--- src/rtl/counter_pkg.sv ---
// Shared definitions for counter_updown_mod: direction encoding, prescaler
// sizing and parameter legality predicates used at elaboration.
package counter_pkg;

    localparam logic DIR_UP   = 1'b1;
    localparam logic DIR_DOWN = 1'b0;

    // Prescaler counter width: ceil(log2(PRESCALE)), never below one bit.
    function automatic int unsigned prescale_width(input int unsigned prescale);
        return (prescale <= 2) ? 1 : $clog2(prescale);
    endfunction

    function automatic bit width_ok(input int unsigned width);
        return (width >= 2) && (width <= 32);
    endfunction

    function automatic bit mod_ok(input longint unsigned mod_value, input int unsigned width);
        return (mod_value >= 2) && (mod_value <= (64'd1 << width));
    endfunction

    function automatic bit prescale_ok(input int unsigned prescale);
        return (prescale >= 1) && (prescale <= 65536);
    endfunction

endpackage

--- src/rtl/counter_prescaler.sv ---
// Enable prescaler: tick is high on every PRESCALE-th enabled cycle. The phase
// holds while en is low and is cleared by sync_clr.
module counter_prescaler
    import counter_pkg::*;
#(
    parameter int unsigned PRESCALE = 1
) (
    input  logic clk,
    input  logic rst,
    input  logic en,
    input  logic sync_clr,
    output logic tick
);

    generate
        if (PRESCALE == 1) begin : g_bypass
            logic unused_inputs;
            assign unused_inputs = ^{clk, rst, sync_clr};
            assign tick          = en;
        end else begin : g_count
            localparam int unsigned PW = prescale_width(PRESCALE);
            localparam logic [PW-1:0] LAST = PW'(PRESCALE - 1);

            logic [PW-1:0] cnt_q, cnt_d;

            assign tick = en && (cnt_q == LAST);

            always_comb begin
                cnt_d = cnt_q;
                if (sync_clr) begin
                    cnt_d = '0;
                end else if (en) begin
                    cnt_d = tick ? '0 : cnt_q + 1'b1;
                end
            end

            always_ff @(posedge clk or posedge rst) begin
                if (rst) begin
                    cnt_q <= '0;
                end else begin
                    cnt_q <= cnt_d;
                end
            end
        end
    endgenerate

endmodule

--- src/rtl/counter_updown_mod.sv ---
// Up/down modulo counter with prescaled enable, clamped parallel load and
// one-cycle wrap pulses. Define COUNTER_STICKY_EN to build the wrap_sticky flag.
module counter_updown_mod
    import counter_pkg::*;
#(
    parameter int unsigned     WIDTH     = 8,
    parameter longint unsigned MOD_VALUE = 64'd1 << WIDTH,
    parameter int unsigned     PRESCALE  = 1
) (
    input  logic             clk,
    input  logic             rst,
    input  logic             en,
    input  logic             up_dn,
    input  logic             load,
    input  logic [WIDTH-1:0] load_val,
    input  logic             clear_flags,
    output logic [WIDTH-1:0] count,
    output logic             overflow,
    output logic             underflow,
    output logic             at_max,
    output logic             at_zero,
    output logic             wrap_sticky
);

    generate
        if (!width_ok(WIDTH)) begin : g_bad_width
            $error("counter_updown_mod: WIDTH must be 2..32");
        end
        if (!mod_ok(MOD_VALUE, WIDTH)) begin : g_bad_mod
            $error("counter_updown_mod: MOD_VALUE must be 2..2**WIDTH");
        end
        if (!prescale_ok(PRESCALE)) begin : g_bad_prescale
            $error("counter_updown_mod: PRESCALE must be 1..65536");
        end
    endgenerate

    // With MOD_VALUE == 2**WIDTH this truncates to all-ones.
    localparam logic [WIDTH-1:0] MAX_VAL = WIDTH'(MOD_VALUE - 1);

    logic [WIDTH-1:0] count_q, count_d;
    logic             ovf_q, ovf_d;
    logic             udf_q, udf_d;
    logic             step;

    counter_prescaler #(
        .PRESCALE(PRESCALE)
    ) u_prescaler (
        .clk     (clk),
        .rst     (rst),
        .en      (en),
        .sync_clr(load),
        .tick    (step)
    );

    always_comb begin
        count_d = count_q;
        ovf_d   = 1'b0;
        udf_d   = 1'b0;
        if (load) begin
            count_d = (load_val > MAX_VAL) ? MAX_VAL : load_val;
        end else if (step) begin
            if (up_dn == DIR_UP) begin
                if (count_q == MAX_VAL) begin
                    count_d = '0;
                    ovf_d   = 1'b1;
                end else begin
                    count_d = count_q + 1'b1;
                end
            end else begin
                if (count_q == '0) begin
                    count_d = MAX_VAL;
                    udf_d   = 1'b1;
                end else begin
                    count_d = count_q - 1'b1;
                end
            end
        end
    end

    always_ff @(posedge clk or posedge rst) begin
        if (rst) begin
            count_q <= '0;
            ovf_q   <= 1'b0;
            udf_q   <= 1'b0;
        end else begin
            count_q <= count_d;
            ovf_q   <= ovf_d;
            udf_q   <= udf_d;
        end
    end

    assign count     = count_q;
    assign overflow  = ovf_q;
    assign underflow = udf_q;
    assign at_max    = (count_q == MAX_VAL);
    assign at_zero   = (count_q == '0);

`ifdef COUNTER_STICKY_EN
    logic sticky_q, sticky_d;

    // A wrap on the same edge as clear_flags keeps the flag set.
    always_comb begin
        sticky_d = sticky_q;
        if (ovf_d || udf_d) begin
            sticky_d = 1'b1;
        end else if (clear_flags) begin
            sticky_d = 1'b0;
        end
    end

    always_ff @(posedge clk or posedge rst) begin
        if (rst) begin
            sticky_q <= 1'b0;
        end else begin
            sticky_q <= sticky_d;
        end
    end

    assign wrap_sticky = sticky_q;
`else
    logic unused_clear;
    assign unused_clear = clear_flags;
    assign wrap_sticky  = 1'b0;
`endif

endmodule

--- config.mk ---
export PLATFORM = sky130hd
export DESIGN_NAME = counter_updown_mod
export DESIGN_NICKNAME = d
export VERILOG_FILES = /design/src/rtl/counter_pkg.sv /design/src/rtl/counter_prescaler.sv /design/src/rtl/counter_updown_mod.sv
export SDC_FILE = /design/constraint.sdc
export NUM_CORES = 1
export LEC_CHECK = 0
export ABC_CLOCK_PERIOD_IN_PS = 2300
export CORE_UTILIZATION = 23
export CTS_CLUSTER_SIZE = 25
export DETAILED_ROUTE_END_ITERATION = 7
export PLACE_DENSITY = 0.42
export SLEW_MARGIN = 25
export SYNTH_ARGS = -nofsm -noshare
export SYNTH_HDL_FRONTEND = slang
export SYNTH_HIERARCHICAL = 1
export SYNTH_SLANG_ARGS = --single-unit
--- constraint.sdc ---
create_clock -name clk -period 2.3 [get_ports clk]
set_clock_uncertainty 0.05 [all_clocks]
set_input_delay 0.23 -clock clk [delete_from_list [all_inputs] [get_ports clk]]
set_output_delay 0.23 -clock clk [all_outputs]
set_load 0.02 [all_outputs]
# After elaboration in Yosys (flattened, before gate mapping)
# Index checks and enable logic that the tools add are counted.
[word_totals] regBits=10 latch_bits=0 mem_bits_rw=0 mem_bits_ro=0 input_bits=14 n_memories=0
[op_classes] add_sub_neg=2 mul=0 n_div=0 magnitude_cmp=1 n_eq_ne=1 shift=0 n_mux=14 n_bitwise=0 reduce_logical=2
[ops] op="$mux 8" n=6
[ops] op="$add 8x1->8 const B" n=1
[ops] op="$eq 8x8->1 const B" n=1
[ops] op="$gt 8x8->1 const B" n=1
[ops] op="$logic_not 8->1" n=1
[ops] op="$mux 1" n=8
[ops] op="$sub 8x1->8 const B" n=1
[ops] op="$reduce_bool 2->1" n=1

# Depth between registers and ports, before layout
[depth] ltp_word=5 ltp_mapped=7 depth_no_buf=6

# Modules after synthesis
# Netlist, hierarchy kept.
[by_module_without_submodules] mod="counter_updown_mod" n_inst=1 cells_each=116 area_each_um2=897.1
[by_module_without_submodules] mod="counter_prescaler" n_inst=1 cells_each=1 area_each_um2=7.5

# Worst setup path after synthesis
# OpenSTA, ideal clock, no wires.
[synth_timing] path_kind="register to register" startpoint="reg count_q[0], in the netlist count[0]" endpoint="reg count_q[4], in the netlist count[4]" setup_time_ns=0.127 t_arrival_ns=1.846 required_ns=2.123 slack_ns=0.277 stages_incl_launch_ff=8 n_path_buf=1 period_less_slack_ns=2.023 path_cell_list="dfrtp_1 > clkbuf_1 > inv_1 > ha_1 > nor3b_1 > a221o_1 > a221oi_1 > nor2_1"
[synth_between] elab_chain_cells=5 elab_cells_between_ends=9 classes_between="add/sub: 2; eq/ne: 1; mux: 5; reduce/logical: 1"
[synth_rtl] element="start: declaration" line="counter_updown_mod.sv:40" source="logic [WIDTH-1:0] count_q, count_d;"
[synth_rtl] element="start signal: assignment" line="counter_updown_mod.sv:86" source="count_q <= count_d;"
[synth_rtl] element="$sub 8x1->8, or another cell as far along" line="counter_updown_mod.sv:74" source="count_d = count_q - 1'b1;"
[synth_rtl] element="$mux 8 (on tied branches)" line="counter_updown_mod.sv:70, counter_updown_mod.sv:63"
[synth_rtl] element="$mux 8 *" line="counter_updown_mod.sv:62" source="if (up_dn == DIR_UP) begin"
[synth_rtl] element="$mux 8 *" line="counter_updown_mod.sv:61" source="end else if (step) begin"
[synth_rtl] element="$mux 8 *" line="counter_updown_mod.sv:59" source="if (load) begin"
# Mark *: on every way between the ends. The rest lies on a longest branch, timed or not. The select of a mux whose other input is x is not followed.
# A chain may end at the register's enable or synchronous reset.

# Worst setup path in the final report
[layout_timing] startpoint="reg count_q[4], in the netlist count[4]" endpoint="out at_max"
[layout_between] elab_chain_cells=1
[layout_rtl] element="$eq 8x8->1" line="counter_updown_mod.sv:95" source="assign at_max = (count_q == MAX_VAL);"
[layout_rtl] element="end: declaration" line="counter_updown_mod.sv:20" source="output logic at_max,"
# No other way between the ends.

==> results.sh <==
export IMPL_place_area_um2=1210
export IMPL_final_cell_mix="clkdlybuf4s50_1 (23), buf_4 (10), o21ai_0 (9), inv_1 (8), nand2_1 (8)"
export IMPL_fillers=413
export IMPL_final_common_cell="clkdlybuf4s50_1"
export IMPL_swShare=0.340
export IMPL_cp_start_kind="register"
export IMPL_clkTransAtPathRegs_ps=50
export IMPL_r2r_start="count[3]"
export IMPL_synth_edf_count=0
export IMPL_end_kind="output port"
export IMPL_p_clk_frac=0.327
export IMPL_cp_required_ps=2020
export IMPL_final_cell_count_no_fill=190
export IMPL_htreeDepth=1
export IMPL_synth_simple_gate_area_frac=0.232
export IMPL_seqCellArea_um2=254
export IMPL_yosys_top_cells_area="dfrtp_1 (28%), o21ai_0 (5.0%), ha_1 (4.1%)"
export IMPL_cp_data_arrival_time_ps=1880
export IMPL_async_flop_share=1.00
export IMPL_n_antenna_cell=0
export IMPL_grt_overflow_total=0
export IMPL_synthMuxAreaShare=0
export IMPL_wl_per_cell_um=14.3
export IMPL_p_comb_frac=0.356
export IMPL_synthCells=117
export IMPL_ioPinCount=27
export IMPL_dp_cells=186
export IMPL_drt_first_pass_iters=4
export IMPL_die_area_um2=4190
export IMPL_power_mw=0.713
export IMPL_power_per_cell_area_nw_per_um2=554
export IMPL_synth_warnings=6
export IMPL_post_place_ws_ps=278
export IMPL_antenna_found_initial=0
export IMPL_synth_cell_types=46
export IMPL_hpwl_mm=1.98
export IMPL_cts_tree="yes"
export IMPL_drcViolationCount=0
export IMPL_cts_root_buf="clkbuf_8"
export IMPL_hold_class="input port to asynchronous set/reset pin"
export IMPL_ctsLongestPathBuffers=2
export IMPL_max_cap_viol_count=0
export IMPL_syn_area_um2=905
export IMPL_core_area_um2=3720
export IMPL_die_h_um=64.7
export IMPL_portBuffers=24
export IMPL_via_per_inst=5.10
export IMPL_postRouteAntennaNets=0
export IMPL_synth_top_cell_area_share=0.277
export IMPL_final_core_util=0.346
export IMPL_synth_area_leader_cell="dfrtp_1"
export IMPL_cts_setup_buffers=0
export IMPL_routed_wl_mm=2.73
export IMPL_synthXorXnorAreaFrac=0.0581
export IMPL_p_int_mw=0.471
export IMPL_timing_setup_tns_ps=0
export IMPL_nets=160
export IMPL_synth_fa_ha_area_frac=0.0415
export IMPL_drive_gt1_frac=0.155
export IMPL_grt_setup_unrepaired="false"
export IMPL_synthFlopType="dfrtp_1"
export IMPL_clock_fmax_mhz=463
export IMPL_switching_power_mw=0.243
export IMPL_synth_compound_area_share=0.282
export IMPL_holdWs_ps=231
export IMPL_rows=22
export IMPL_ys_ff_latch=10
export IMPL_fin_area_um2=1290
export IMPL_grt_pass1_vias=904
export IMPL_synth_top_family_by_area="compound AO/OA/AOI/OAI gates"
export IMPL_ir_drop_v=0.000171
export IMPL_yosysSeqAreaShare=0.277
export IMPL_setup_slack_ps=138
export IMPL_drv_slew=0
export IMPL_vias=969
export IMPL_seq_power_share=0.317
export IMPL_area_growth_pct=42.3
export IMPL_cts_sinks=10
export IMPL_status="finished clean"
export IMPL_setup_viol=0
export IMPL_drt_iter0_drc=47
export IMPL_power_leakage_nw=0.535
export IMPL_start_util=0.243
export IMPL_crit_fanout=10
export IMPL_period_share=0.940
export IMPL_gp_congestion=0.823
export IMPL_clock_latency_ps=250
export IMPL_syn_avg_cell_area_um2=7.73
export IMPL_hold_viol_final=0
export IMPL_synthesis_nets=134
export IMPL_grt_pass1_wl_mm=4.66
export IMPL_grt_usage=0.150
export IMPL_multi_input_area_um2=571
export IMPL_grt_max_degree=16
export IMPL_die_w_um=64.7
export IMPL_critical_path_class="register to output port"
export IMPL_post_route_min_period_ps=2160
export IMPL_cts_hold_buf=0
export IMPL_cts_buffers_inserted=3
export IMPL_cp_startpoint="count[4]"
cell usage after synthesis, drive strengths merged, types with 2 or more instances:
cell,n
nand2,8
nand3,6
xor2,2
inv,8
or3,4
a21boi,2
o21ai,9
dfrtp,10
ha,3
o21a,2
xnor2,4
nor3,6
a21oi,3
clkbuf,8
a31oi,5
buf,5
nor2,5
a21o,2
power by group through the flow:
stage,registers [mW],logic (mW),clock network [mW]
after global placement,0.225,0.253,0
after detailed placement,0.226,0.254,0
final,0.226,0.254,0.233
after CTS,0.222,0.256,0.242
after global routing,0.230,0.281,0.247
after floorplan,0.227,0.154,0
area by class of cell:
class                           instances  area share
Tap cell                               48      0.0466
Timing Repair Buffer                   34       0.247
Inverter                                8      0.0233
Clock buffer                            4      0.0428
Sequential cell                        10       0.197
Multi-Input combinational cell         86       0.443
state kept, by name (all words and copies together), names as in the netlist:
signal	count
count	8
overflow	1
underflow	1
metal layers:
layer / GRT usage / share of wire / up-vias
li1: - / - / 470
met3: 0.0176 / 0.042 / 5
met2: 0.238 / 0.48 / 27
met5: 0 / 0 / -
met4: 0.0750 / 0.023 / 0
met1: 0.197 / 0.46 / 467
critical path, stage by stage, from the launching register on:
cell and delay, ps:
dfrtp_2 470, and4_1 310, nand3_1 170, inv_1 90, clkdlybuf4s50_1 590
worst paths after layout:
kind	to	slack, ps	cells after the start
max in group asynchronous	count[5]	1640	2
min	overflow	230	2
min in group clk	count[6]	480	3
max reg2reg	count[7]	330	5
max	at_max	140	4
min reg2reg	overflow	620	2
what timing repair did:
action | CTS | global route
endpoints found under the hold margin | 0 | 0
resized for setup | 0 | 6
endpoints found under the setup margin | 0 | 2
cell families after synthesis:
family | count (synthesis)
AND/OR/NAND/NOR | 39
AO/OA/AOI/OAI | 37
buffers and inverters | 21
flip-flops | 10
XOR/XNOR | 6
adder cells (fa/ha/maj) | 3
other | 1
No activity file was read; power rests on OpenSTA's default activity.
